--- src/rtl/pipe_hazard_ctrl.sv ---
// Hazard/sequencing controller for the 5-stage pipeline: load-use stalls, redirect bubbles, data-memory waits.
// Optional build macro HAZARD_PERF_CNT_EN adds stall/flush performance counters on stall_cycles/flush_events.
module pipe_hazard_ctrl #(
  parameter int FLUSH_CYCLES = 1,
  parameter int MAX_WAIT     = 16
) (
  input  logic        clk,
  input  logic        rst_n,
  input  logic        idex_memread,
  input  logic [4:0]  idex_rd,
  input  logic [4:0]  ifid_rs1,
  input  logic [4:0]  ifid_rs2,
  input  logic        ifid_uses_rs2,
  input  logic        ex_redirect,
  input  logic        mem_busy,
  output logic        pc_write,
  output logic        ifid_write,
  output logic        ifid_flush,
  output logic        idex_flush,
  output logic        pipe_hold,
  output logic        mem_timeout,
  output logic [1:0]  state,
  output logic [31:0] stall_cycles,
  output logic [31:0] flush_events
);

  // Handshake: none. Every output is a level-valid enable/flush for the current cycle;
  // pipeline registers sample them on the same rising edge that advances this FSM.

  typedef enum logic [1:0] {
    RUN      = 2'd0,
    FLUSH    = 2'd1,
    MEM_WAIT = 2'd2
  } state_t;

  localparam logic [2:0] FLUSH_LOAD = 3'(FLUSH_CYCLES);
  localparam logic [7:0] WAIT_LIMIT = 8'(MAX_WAIT);

  state_t      r_state;
  logic [2:0]  r_flush_cnt;
  logic [7:0]  r_wait_cnt;
  logic        r_mem_timeout;

  state_t      w_state_nxt;
  logic [2:0]  w_flush_cnt_nxt;
  logic [7:0]  w_wait_inc;
  logic        w_load_use;
  logic        w_redirect_acc;
  logic        w_lu_stall;

  assign w_load_use = idex_memread && (idex_rd != 5'd0) &&
                      ((idex_rd == ifid_rs1) || (ifid_uses_rs2 && (idex_rd == ifid_rs2)));

  // Redirects and load-use are only honoured when EX is not frozen by memory.
  assign w_redirect_acc = ex_redirect && !mem_busy;
  assign w_lu_stall     = w_load_use && !mem_busy && !ex_redirect && (r_state != FLUSH);

  assign w_wait_inc = (r_wait_cnt == 8'hFF) ? 8'hFF : r_wait_cnt + 8'd1;

  always_comb begin
    pc_write        = 1'b1;
    ifid_write      = 1'b1;
    ifid_flush      = 1'b0;
    idex_flush      = 1'b0;
    pipe_hold       = 1'b0;
    w_state_nxt     = RUN;
    w_flush_cnt_nxt = r_flush_cnt;
    if (!rst_n) begin
      pc_write        = 1'b0;
      ifid_write      = 1'b0;
      ifid_flush      = 1'b1;
      idex_flush      = 1'b1;
      w_flush_cnt_nxt = 3'd0;
    end else if (mem_busy) begin
      pc_write    = 1'b0;
      ifid_write  = 1'b0;
      pipe_hold   = 1'b1;
      w_state_nxt = MEM_WAIT;
    end else if (w_redirect_acc) begin
      ifid_flush = 1'b1;
      idex_flush = 1'b1;
      if (FLUSH_CYCLES > 0) begin
        w_state_nxt     = FLUSH;
        w_flush_cnt_nxt = FLUSH_LOAD;
      end
    end else if (r_state == FLUSH) begin
      // ID already holds a NOP here, so no load-use check is needed.
      ifid_flush = 1'b1;
      if (r_flush_cnt <= 3'd1) begin
        w_state_nxt     = RUN;
        w_flush_cnt_nxt = 3'd0;
      end else begin
        w_state_nxt     = FLUSH;
        w_flush_cnt_nxt = r_flush_cnt - 3'd1;
      end
    end else if (w_lu_stall) begin
      pc_write   = 1'b0;
      ifid_write = 1'b0;
      idex_flush = 1'b1;
    end
  end

  always_ff @(posedge clk or negedge rst_n) begin
    if (!rst_n) begin
      r_state       <= RUN;
      r_flush_cnt   <= 3'd0;
      r_wait_cnt    <= 8'd0;
      r_mem_timeout <= 1'b0;
    end else begin
      r_state     <= w_state_nxt;
      r_flush_cnt <= w_flush_cnt_nxt;
      if (mem_busy) begin
        r_wait_cnt <= w_wait_inc;
        if (w_wait_inc >= WAIT_LIMIT) r_mem_timeout <= 1'b1;
      end else begin
        r_wait_cnt <= 8'd0;
      end
    end
  end

  assign mem_timeout = r_mem_timeout;
  assign state       = r_state;

`ifdef HAZARD_PERF_CNT_EN
  logic [31:0] r_stall_cycles;
  logic [31:0] r_flush_events;

  always_ff @(posedge clk or negedge rst_n) begin
    if (!rst_n) begin
      r_stall_cycles <= 32'd0;
      r_flush_events <= 32'd0;
    end else begin
      if (mem_busy || w_lu_stall) r_stall_cycles <= r_stall_cycles + 32'd1;
      if (w_redirect_acc)         r_flush_events <= r_flush_events + 32'd1;
    end
  end

  assign stall_cycles = r_stall_cycles;
  assign flush_events = r_flush_events;
`else
  assign stall_cycles = 32'd0;
  assign flush_events = 32'd0;
`endif

endmodule

--- config.mk ---
export PLATFORM = sky130hd
export DESIGN_NAME = pipe_hazard_ctrl
export DESIGN_NICKNAME = d
export VERILOG_FILES = /design/src/rtl/pipe_hazard_ctrl.sv
export SDC_FILE = /design/constraint.sdc
export NUM_CORES = 1
export LEC_CHECK = 0
export ABC_AREA = 1
export BUFFER_PORTS_ARGS = -buffer_cell sky130_fd_sc_hd__buf_4
export CORE_UTILIZATION = 39
export CTS_CLUSTER_SIZE = 40
export DETAILED_ROUTE_END_ITERATION = 6
export GPL_TIMING_DRIVEN = 0
export PLACE_DENSITY = 0.78
export SYNTH_ARGS = -nofsm -noshare
export SYNTH_HDL_FRONTEND = slang
export SYNTH_SLANG_ARGS = --single-unit
--- constraint.sdc ---
create_clock -name clk -period 1.5 [get_ports clk]
set_clock_uncertainty 0.2 [all_clocks]
set_input_delay 0.15 -clock clk [delete_from_list [all_inputs] [get_ports clk]]
set_output_delay 0.15 -clock clk [all_outputs]
set_load 0.05 [all_outputs]
After elaboration in Yosys (flattened, before gate mapping)
Index checks and enable logic that the tools add are counted.
{ "classes": {"n_lt_le_gt_ge": 2, "n_addsub": 2, "mux": 28, "eq_ne": 7, "div_mod_pow": 0, "mul": 0, "bitwise_logic": 0, "n_reduce_logical": 13, "n_shift": 0} }
{ "op_table": {"columns": ["op", "count"], "rows": [
  ["1-bit 2-to-1 mux", 19],
  ["8-bit 2-to-1 mux", 2],
  ["3-bit 2-to-1 mux", 5],
  ["5-bit equality test", 2],
  ["8-bit by 1-bit adder with 8-bit output (second input constant)", 1],
  ["8-bit equality test (second input constant)", 1],
  ["8-bit by 5-bit >= comparator with 1-bit output (second input constant)", 1],
  ["1-bit logical AND", 7],
  ["5-bit nonzero test", 1],
  ["2-bit 2-to-1 mux", 2],
  ["2-bit AND reduction", 2],
  ["3-bit by 1-bit less-or-equal comparator with 1-bit output (second input constant)", 1],
  ["3-bit by 1-bit inequality test with 1-bit output (second input constant)", 1],
  ["3-bit by 1-bit subtractor with 3-bit output (second input constant)", 1],
  ["2-bit by 1-bit equality test with 1-bit output (second input constant)", 1],
  ["1-bit logical NOT", 2],
  ["2-bit by 1-bit inequality test with 1-bit output (second input constant)", 1],
  ["2-bit inequality test (second input constant)", 1],
  ["1-bit logical OR", 1]
]} }
{ "totals": {"out_inout_bits": 72, "latch_bits": 0, "ram_bits": 0, "ff_bits": 14, "n_memories": 0, "in_bits": 21, "word_cells": 56, "romBits": 0} }

Logic depth before layout (Yosys ltp)
Gate-level depths: netlist (run 1).
{ "depth": {"depth_word": 12, "depth_mapped": 9, "depth_no_buf": 9} }

Worst setup path after synthesis (run 1)
No wires, ideal clock.
{ "synth_path": {"path_kind": "register to output", "startpoint": "register r_state[0] (netlist: state[0])", "endpoint": "output pc_write", "t_required_ps": 1150, "path_slack_ps": -891, "stages_incl_launch_ff": 6, "path_buffers": 1, "arrival_ps": 2041, "cell_sequence": "dfrtp_1 nand2_1 nand4_1 a21oi_1 a21oi_1 buf_4"} }
{ "synth_between": {"elab_chain_len": 7, "word_cells_on_any_way": 8, "cone_classes": "eq/ne (2); mux (5); reduce/logical (1)"} }
{ "synth_rtl": {"columns": ["element", "line", "rtl"], "rows": [
  ["from (decl)", "39", "state_t r_state;"],
  ["from (signal assigned)", "110", "r_state <= w_state_nxt;"],
  ["2-bit by 1-bit inequality test with 1-bit output", "56", "assign w_lu_stall = w_load_use && !mem_busy && !ex_redirect && (r_state != FLUSH);"],
  ["1-bit logical AND", "56", null],
  ["1-bit 2-to-1 mux", null, null],
  ["1-bit 2-to-1 mux * (4 in series)", null, null],
  ["to (decl)", "16", "output logic pc_write,"]
]} }
Every way passes the cells marked *; elsewhere a longest branch is shown, timed or not.

Worst setup path in the final report (run 1)
{ "layout_path": {"startpoint": "register r_state[0] (netlist: state[0])", "endpoint": "output pc_write"} }
{ "layout_between": {"elab_chain_len": 7, "word_cells_on_any_way": 8, "cone_classes": "eq/ne (2); mux (5); reduce/logical (1)"} }
{ "layout_rtl": {"columns": ["element", "line", "rtl"], "rows": [
  ["2-bit by 1-bit inequality test with 1-bit output", "56", null],
  ["1-bit logical AND", "56", null],
  ["1-bit 2-to-1 mux", "96", "end else if (w_lu_stall) begin"],
  ["1-bit 2-to-1 mux *", "86", "end else if (r_state == FLUSH) begin"],
  ["1-bit 2-to-1 mux *", "79", "end else if (w_redirect_acc) begin"],
  ["1-bit 2-to-1 mux *", "74", "end else if (mem_busy) begin"],
  ["1-bit 2-to-1 mux *", "68", "if (!rst_n) begin"]
]} }
Marks and branches as above.

==> results of run 1 <==
[synth_stat cells (2+ instances only)]
master / number / area, um^2
nor2_1: 12 / 45.0
nand3_2: 3 / 30.0
a21oi_1: 9 / 45.0
xnor2_1: 2 / 17.5
o21ai_0: 2 / 10.0
inv_1: 32 / 120
nand3_1: 9 / 45.0
buf_4: 65 / 488
o21ai_1: 3 / 15.0
nor3_1: 2 / 10.0
nand2_2: 5 / 31.3
inv_2: 2 / 7.51
nor2_2: 2 / 12.5
nand2_1: 49 / 184
ha_1: 3 / 37.5
nand4_1: 3 / 18.8
dfrtp_1: 14 / 350
[flip-flops by register name (all words and copies together) (netlist names)]
| name | count |
|---|---|
| mem_timeout | 1 |
| state | 2 |
| r_wait_cnt | 8 |
| r_flush_cnt | 3 |
[report_power, final]
part / internal (mW) / leakage, nW / switching, mW
clock network: 0.188 / 0.0228 / 0.141
registers: 0.406 / 0.178 / 0.0245
logic: 0.302 / 1.25 / 0.598
total: 0.896 / 1.45 / 0.763
[worst reg2reg max path: stages, from the launching register on]
cell and delay [ps]:
dfrtp_2 420, ha_1 200, o21bai_4 160, nand2_2 70, buf_4 120, nand4_1 120
o21ai_1 120
[stage by stage]
stage	setup slack (ps)	power [mW]	setup TNS, ps	utilization
after floorplan	-200	1.10	-202	-
after global placement	-60.6	1.21	-60.6	0.556
after detailed placement	-86.1	1.22	-86.1	0.556
after CTS	-190	1.59	-595	0.593
after global routing	-221	1.73	-786	0.625
final	-177	1.66	-534	0.625
[logic make-up after synthesis]
group,Yosys count
buffers and inverters,99
xor gates and xnor gates,3
and+or+nand+nor,86
AOI/OAI and AO/OA,18
DFF,14
adders and majority gates,3
other,1
[worst paths after layout]
path | startpoint | end | cells past startpoint
max | state[0] | pc_write | 6
min | mem_busy | r_wait_cnt[6] | 3
max reg2reg | r_flush_cnt[0] | r_flush_cnt[1] | 6
min reg2reg | mem_timeout | mem_timeout | 2
max in group asynchronous | rst_n | r_wait_cnt[3] | 2
min in group asynchronous | rst_n | r_wait_cnt[0] | 2
[layout make-up]
cell class,count,area [um^2]
plain buffers,65,492
clock buffers,4,45.0
fillers,356,1390
inverters,34,128
multi-input cells,174,885
flip-flops and latches,14,357
well taps,48,60.1
repair buffers,43,358
[metal layers]
| metal | vias to the layer above | GRT usage |
|---|---|---|
| met4 | 0 | 0.0556 |
| met5 | - | 0 |
| met2 | 68 | 0.250 |
| met3 | 5 | 0.0246 |
| li1 | 769 | - |
| met1 | 619 | 0.157 |
[repair_timing]
action / 4_1_cts / 5_1_grt
endpoints found under the setup margin: 6 / 9
cloned: 0 / 0
gates resized for setup: 8 / 19
buffers inserted: 6 / 7
pin swaps: 4 / 9
endpoints found under the hold margin: 18 / 2
==> flow_metrics.env, run 1 <==
export IMPL_status="finished, violations left"
export IMPL_violations="negative hold slack, negative setup slack"
export IMPL_syn_area_per_cell_um2=6.81
export IMPL_final_area_um2=2320
export IMPL_cts_max_level=1
export IMPL_place_area_um2=2070
export IMPL_core_um2=3720
export IMPL_synth_xor_area_frac=0.0172
export IMPL_grt_overflow_total=0
export IMPL_vdd_drop_max_uv=617
export IMPL_die_area_um2=4160
export IMPL_reg2reg_slack_ps=10
export IMPL_layout_commonest_cell="buf_4"
export IMPL_fin_cells=382
export IMPL_die_x_um=64.5
export IMPL_synth_adder_area_share=0.0246
export IMPL_rows=22
export IMPL_maxCapViolations=0
export IMPL_insertion_delay_ps=250
export IMPL_grt_pass1_wl_um=4610
export IMPL_critPathKind="flop to primary output"
export IMPL_cpPeakStageDelay_ps=400
export IMPL_drive_gt1_frac=0.431
export IMPL_rsz0062_at_grt="true"
export IMPL_p_leak_nw=1.45
export IMPL_clock_path_buffers=2
export IMPL_synthCells=224
export IMPL_async_flop_share=1.00
export IMPL_critical_path_arrival_ps=1330
export IMPL_synth_edf_count=0
export IMPL_grt_pass1_vias=1153
export IMPL_hold_path_class="primary input to flop"
export IMPL_num_io_pins=93
export IMPL_gp_congestion=0.822
export IMPL_first_iter_violations=73
export IMPL_routedWlPerCell_um=8.47
export IMPL_crit_family="flip-flops"
export IMPL_path_buf_inv=2
export IMPL_netlist_area_um2=1530
export IMPL_port_buffer_count=28
export IMPL_grt_total_usage=0.137
export IMPL_slew_headroom=0.543
export IMPL_drcViolationCount=0
export IMPL_via_per_inst=3.82
export IMPL_drt_pass1_iterations=4
export IMPL_hpwl_um=2260
export IMPL_critPathSlowestCell="dfrtp_2"
export IMPL_cts_root_buf="clkbuf_8"
export IMPL_numCtsBuffers=3
export IMPL_fin_crit_sh=1.12
export IMPL_worstSetupStartpointType="flop"
export IMPL_initial_core_util=0.410
export IMPL_fmaxAchievable_ghz=0.596
export IMPL_synth_warnings=0
export IMPL_route_met2_wl_um=1630
export IMPL_hold_violations=3
export IMPL_synth_seq_cells=14
export IMPL_tightest_slew_ps=683
export IMPL_synthMuxAreaShare=0
export IMPL_cts_hold_buf=2
export IMPL_cts_tree="yes"
export IMPL_clk_pin_slew_ps=60
export IMPL_synthFlopType="dfrtp_1"
export IMPL_num_antenna_cells=0
export IMPL_cp_cell_sequence="nand2_2, nand4_1, a21oi_2, a21oi_4, buf_6, buf_8"
export IMPL_setup_viol=4
export IMPL_path_max_fanout=2
export IMPL_synth_compound_area_frac=0.0681
export IMPL_drt_total_wl_um=3240
export IMPL_yosysSeqAreaShare=0.230
export IMPL_whs_ps=-30.9
export IMPL_dr_max_layer_used="met4"
export IMPL_cts_sinks=14
export IMPL_yosys_area_share_simple=0.254
export IMPL_synth_top_family_by_area="buffers and inverters"
export IMPL_end_kind="primary output"
export IMPL_p_per_area_nw_per_um2=714
export IMPL_period_needed_ps=1680
export IMPL_area_delta_synth_final_pct=52.3
export IMPL_grt_max_degree=15
export IMPL_final_max_slew_viol_count=0
export IMPL_antenna_left=0
export IMPL_nets=359
export IMPL_place_inst=363
export IMPL_setup_slack_ps=-177
export IMPL_yosysUniqueCellTypes=24
export IMPL_cp_data_required_time_ps=1150
export IMPL_vias=1461
export IMPL_wl_met3_um=287
export IMPL_met1_length_um=1290
export IMPL_die_y_um=64.5
export IMPL_final_cell_mix="buf_4, conb_1, nand2_1"
export IMPL_antenna_found_initial=0
Note: power is estimated with default switching activity, not from simulation.
==> run 2: changes to the inputs <==
BUFFER_PORTS_ARGS = -buffer_cell sky130_fd_sc_hd__clkbuf_2   (was -buffer_cell sky130_fd_sc_hd__buf_4)
CORE_MARGIN = 3   (was default)
SETUP_SLACK_MARGIN = 0.05   (was default)
==> run 2 against run 1 <==
  * Worst setup slack worse by 42 ps
  * First-iteration DRC count is 2.7% lower
  * The run ends with negative setup slack left
  * Critical path type unchanged
  * Largest power group unchanged
  * Largest cell class unchanged
  * Total power is 3.3% higher
  * Clock power is 15% higher
  * Cell count is 0.52% higher
  * Sequential share of layout area is 0.27 points lower
  * Core utilization is 0.91 points higher
  * Fmax is 2.4% lower
  * Non-clock buffer count is 2 higher
  * Highest routed layer unchanged
  * Sequential power hardly changed
  * Via count is 1.3% higher
==> flow_metrics.env, run 2 (synthesis gave the netlist of run 1 again) <==
export IMPL_drive_gt1_frac=0.443
export IMPL_num_antenna_cells=0
export IMPL_period_needed_ps=1720
export IMPL_nets=361
export IMPL_initial_core_util=0.410
export IMPL_cts_root_buf="clkbuf_8"
export IMPL_drt_total_wl_um=3350
export IMPL_path_max_fanout=2
export IMPL_status="finished, violations left"
export IMPL_layout_commonest_cell="buf_4"
export IMPL_fin_cells=384
export IMPL_fmaxAchievable_ghz=0.582
export IMPL_die_area_um2=4700
export IMPL_area_delta_synth_final_pct=54.6
export IMPL_cts_sinks=14
export IMPL_core_um2=3720
export IMPL_insertion_delay_ps=250
export IMPL_critPathKind="flop to primary output"
export IMPL_vias=1480
export IMPL_critical_path_arrival_ps=1370
export IMPL_final_max_slew_viol_count=0
export IMPL_cpPeakStageDelay_ps=410
export IMPL_cts_tree="yes"
export IMPL_gp_congestion=0.820
export IMPL_vdd_drop_max_uv=619
export IMPL_antenna_found_initial=0
export IMPL_antenna_left=0
export IMPL_fin_crit_sh=1.15
export IMPL_numCtsBuffers=3
export IMPL_whs_ps=24.8
export IMPL_num_io_pins=93
export IMPL_die_y_um=68.5
export IMPL_critPathSlowestCell="dfrtp_2"
export IMPL_regMostFlops="r_wait_cnt"
export IMPL_final_cell_mix="buf_4, conb_1, nand2_1"
export IMPL_cp_cell_sequence="nand2_2, nand4_1, a21oi_2, a21oi_4, buf_6, clkbuf_16"
export IMPL_clock_path_buffers=2
export IMPL_hold_depth=3
export IMPL_routedWlPerCell_um=8.72
export IMPL_end_kind="primary output"
export IMPL_rr_worst_depth=11
export IMPL_p_leak_nw=1.48
export IMPL_rsz0062_at_grt="true"
export IMPL_p_per_area_nw_per_um2=727
export IMPL_rows=22
export IMPL_setup_slack_ps=-219
export IMPL_setup_viol=4
export IMPL_grt_pass1_vias=1139
export IMPL_place_inst=363
export IMPL_cts_max_level=1
export IMPL_grt_max_degree=15
export IMPL_drcViolationCount=0
export IMPL_hold_path_class="primary input to flop"
export IMPL_slew_headroom=0.578
export IMPL_grt_overflow_total=0
export IMPL_violations="negative setup slack"
export IMPL_maxCapViolations=0
export IMPL_largest_reg_flops=8
export IMPL_clk_pin_slew_ps=60
export IMPL_grt_total_usage=0.129
export IMPL_via_per_inst=3.85
export IMPL_tightest_slew_ps=631
export IMPL_port_buffer_count=28
export IMPL_hold_violations=0
export IMPL_drt_pass1_iterations=4
export IMPL_fill_cells=331
export IMPL_hpwl_um=2410
export IMPL_cp_data_required_time_ps=1150
export IMPL_worstSetupStartpointType="flop"
export IMPL_first_iter_violations=71
export IMPL_grt_pass1_wl_um=4590
export IMPL_die_x_um=68.5
==> run 2: per-stage QoR <==
| stage | setup TNS [ps] | setup slack (ps) | utilization | instance area [um^2] | power (mW) |
|---|---|---|---|---|---|
| 2_1_floorplan | -202 | -200 | - | 1800 | 1.10 |
| 3_3_place_gp | -342 | -166 | 0.538 | 2000 | 1.18 |
| 3_5_place_dp | -571 | -202 | 0.538 | 2000 | 1.20 |
| 4_1_cts | -760 | -214 | 0.610 | 2270 | 1.65 |
| 5_1_grt | -1330 | -317 | 0.634 | 2360 | 1.80 |
| 6_report | -761 | -219 | 0.634 | 2360 | 1.71 |
==> run 2: report_power, final <==
group	leakage, nW	switching, mW	total [mW]	internal [mW]
clock network	0.0288	0.145	0.378	0.233
registers	0.180	0.0240	0.429	0.405
logic	1.27	0.603	0.906	0.303
total	1.48	0.773	1.71	0.941
==> run 2: cell type report <==
type                            count  area (um^2)  area share
Timing Repair Buffer               45          353       0.150
Sequential cell                    14          355       0.151
Multi-Input combinational cell    174          915       0.388
Clock buffer                        4         55.1      0.0234
Buffer                             65          492       0.209
Tap cell                           48         60.1      0.0255
Inverter                           34          128      0.0541
==> run 2: worst max-delay path, delay by kind of cell (launching register included) <==
| kind | cells | cell delay, ps |
|---|---|---|
| DFF | 1 | 410 |
| buffers and inverters | 2 | 280 |
| and+or+nand+nor | 2 | 150 |
| AOI/OAI and AO/OA | 2 | 270 |
==> run 2: final timing paths <==
| path | startpoint | end | slack (ps) |
|---|---|---|---|
| min reg2reg | mem_timeout | mem_timeout | 290 |
| max | state[0] | pc_write | -220 |
| max in group asynchronous | rst_n | r_wait_cnt[3] | 280 |
| max reg2reg | state[1] | r_flush_cnt[2] | 10 |
| min | mem_busy | r_wait_cnt[5] | 20 |
| min in group asynchronous | rst_n | mem_timeout | 380 |
==> run 2: layer usage <==
layer | up-vias | part of all wire | routed length (um) | GRT usage
met2 | 79 | 0.50 | 1690 | 0.235
met5 | - | 0 | 0 | 0
met4 | 0 | 0.029 | 97 | 0.0471
li1 | 773 | - | - | -
met1 | 616 | 0.35 | 1180 | 0.144
met3 | 12 | 0.12 | 390 | 0.0292
==> run 2: what timing repair did <==
item | CTS | global route
gates resized for setup | 25 | 14
hold buffers | 3 | 0
setup buffers | 9 | 6
pin swaps | 9 | 8
endpoints found under the hold margin | 16 | 0
setup endpoints to repair | 6 | 12
==> run 3: changes to the inputs <==
ABC_AREA = default   (was 1)
CAP_MARGIN = 25   (was default)
CORE_UTILIZATION = 38   (was 39)
PLACE_DENSITY = 0.79   (was 0.78)
==> run 3 against run 2 <==
  * The flow still finishes with violations (negative setup slack)
  * Total power decreased by 12%
  * Critical endpoint unchanged
  * Sequential power decreased by 3%
  * Synthesized cell count down 29%
  * Global-route usage grew 1.4 points
  * Largest power group unchanged
  * Via count shrank 18%
==> flow_metrics.env, run 3 <==
export IMPL_status="finished, violations left"
export IMPL_violations="negative setup slack"
export IMPL_via_per_inst=3.85
export IMPL_yosysUniqueCellTypes=33
export IMPL_fin_util=0.656
export IMPL_antenna_left=0
export IMPL_cp_cell_sequence="nand2b_4, and2_4, o2111ai_4, o21ba_4, buf_8, clkbuf_16"
export IMPL_critPathKind="flop to primary output"
export IMPL_drt_total_wl_um=3090
export IMPL_p_seq_frac=0.276
export IMPL_p_per_area_nw_per_um2=674
export IMPL_netlist_area_um2=1360
export IMPL_synth_common_cells="buf_4, dfrtp_1, xor2_1"
export IMPL_period_needed_ps=1940
export IMPL_synth_top_cell_area_share=0.358
export IMPL_synth_seq_cells=14
export IMPL_num_io_pins=93
export IMPL_p_leak_nw=1.17
export IMPL_core_um2=3390
export IMPL_port_buffer_count=28
export IMPL_power_switching_mw=0.689
export IMPL_regMostFlops="r_wait_cnt"
export IMPL_cp_data_required_time_ps=1150
export IMPL_yosys_cell_count_top_type="buf_4"
export IMPL_numCtsBuffers=3
export IMPL_maxCapViolations=0
export IMPL_place_area_um2=1880
export IMPL_critPathSlowestCell="dfrtp_2"
export IMPL_first_iter_violations=32
export IMPL_final_max_slew_viol_count=0
export IMPL_post_place_ws_ps=-526
export IMPL_cts_hold_buf=3
export IMPL_largest_reg_flops=8
export IMPL_cts_sinks=14
export IMPL_grt_total_usage=0.143
export IMPL_p_clk_frac=0.186
export IMPL_fin_crit_sh=1.29
export IMPL_final_cell_mix="buf_4, conb_1, clkbuf_2"
export IMPL_cpPeakStageDelay_ps=430
export IMPL_nets=295
export IMPL_end_kind="primary output"
export IMPL_fin_total_pwr_mw=1.50
export IMPL_yosysSeqAreaShare=0.257
export IMPL_drcViolationCount=0
export IMPL_cts_root_buf="clkbuf_4"
export IMPL_drive_gt1_frac=0.519
export IMPL_worstSetupStartpointType="flop"
export IMPL_fmaxAchievable_ghz=0.516
export IMPL_die_y_um=65.9
export IMPL_grt_pass1_wl_um=4790
export IMPL_critical_path_arrival_ps=1590
export IMPL_initial_core_util=0.402
export IMPL_hpwl_um=2240
export IMPL_hold_path_class="primary input to flop"
export IMPL_place_inst=296
export IMPL_synth_top_cells_by_area="buf_4, dfrtp_1, xor2_1"
export IMPL_tightest_slew_ps=622
export IMPL_async_flop_share=1.00
export IMPL_grt_overflow_total=0
export IMPL_num_antenna_cells=0
export IMPL_syn_area_per_cell_um2=8.57
export IMPL_grt_pass1_vias=1103
export IMPL_setup_viol=8
export IMPL_clock_path_buffers=2
export IMPL_area_delta_synth_final_pct=63.3
export IMPL_antenna_found_initial=0
export IMPL_layout_commonest_cell="buf_4"
export IMPL_gp_congestion=0.880
export IMPL_rsz0062_at_grt="true"
export IMPL_path_max_fanout=2
export IMPL_rows=21
export IMPL_insertion_delay_ps=290
export IMPL_final_area_um2=2220
export IMPL_fin_cells=316
export IMPL_synthCells=159
export IMPL_vias=1217
export IMPL_setup_slack_ps=-437
export IMPL_cts_max_level=1
export IMPL_p_comb_frac=0.538
export IMPL_routedWlPerCell_um=9.78
export IMPL_vdd_drop_max_uv=418
export IMPL_grt_max_degree=15
export IMPL_slew_headroom=0.584
export IMPL_synth_edf_count=0
export IMPL_hold_violations=0
export IMPL_synth_warnings=0
export IMPL_power_share_switching=0.459
export IMPL_intPower_mw=0.812
export IMPL_cts_tree="yes"
export IMPL_die_area_um2=4340
export IMPL_clk_pin_slew_ps=90
export IMPL_drt_pass1_iterations=4
export IMPL_synthFlopType="dfrtp_1"
export IMPL_yosys_area_top_type="buf_4"
export IMPL_die_x_um=65.9
[run 3: cell types whose count changed in the layout (fill, tap and decap cells not counted), moves of 5 or more]
cell      before  now
xor2_1         1   10
nor2_1        12    3
nand2_1       43    6
nand3_1        7    1
clkbuf_4       1    6
nand2_2        8    0
inv_1         30    8
[run 3: logic make-up after synthesis]
| family | synth area share |
|---|---|
| other cells | 0.00275 |
| xor+xnor | 0.0836 |
| mux | 0.00735 |
| simple gates | 0.114 |
| fa+ha+maj | 0.0276 |
| compound gates | 0.122 |
| buf+inv | 0.386 |
| flops | 0.257 |
[run 3: path summary, 6_finish.rpt]
kind                                start             end  slack (ps)  cells after the start
hold / removal                      rst_n  r_flush_cnt[1]           3                      3
hold reg to reg            r_flush_cnt[2]  r_flush_cnt[2]         300                      1
setup / recovery                 state[0]        pc_write        -440                      6
min in group asynchronous           rst_n  r_flush_cnt[0]         300                      2
setup reg to reg            r_wait_cnt[0]     mem_timeout        -390                      5
max in group asynchronous           rst_n   r_wait_cnt[4]         360                      2
[run 3: routing by layer]
metal  routed length [um]  up-vias  global-route usage
met5                    0        -                   0
met4                   39        0              0.0389
met3                  261        6              0.0459
met2                 1750       48               0.264
met1                 1040      536               0.153
li1                     -      627                   -
[run 3: stage by stage]
stage          hold WS [ps]  TNS [ps]
5_1_grt              -0.678     -2610
6_report               3.15     -1990
3_5_place_dp          -80.3     -2270
3_3_place_gp          -87.3     -2070
4_1_cts              -0.759     -2010
2_1_floorplan          -346     -1480
[run 3: what timing repair did]
| item | 4_1_cts | 5_1_grt |
|---|---|---|
| endpoints found under the hold margin | 15 | 1 |
| pin swaps | 9 | 5 |
| setup buffers | 9 | 4 |
| resized for setup | 24 | 19 |
| setup endpoints to repair | 16 | 18 |
[run 3: power groups by stage]
| stage | clock, mW | sequential [mW] | combinational [mW] |
|---|---|---|---|
| floorplan | 0 | 0.431 | 0.615 |
| global placement | 0 | 0.420 | 0.700 |
| detailed placement | 0 | 0.421 | 0.704 |
| CTS | 0.288 | 0.412 | 0.770 |
| global route | 0.310 | 0.418 | 0.856 |
| finish | 0.279 | 0.414 | 0.807 |
[run 3: cell type report]
type,count,area (um^2)
plain buffers,66,500
inverters,9,33.8
repair buffers,44,332
flip-flops and latches,14,355
well taps,46,57.6
fillers,274,1160
multi-input cells,133,910
clock buffers,4,36.3
[run 3: worst max-delay path, delay by kind of cell (launching register included)]
family	cells	cell delay [ps]
buf+inv	2	270
simple gates	2	230
compound gates	2	370
flops	1	430
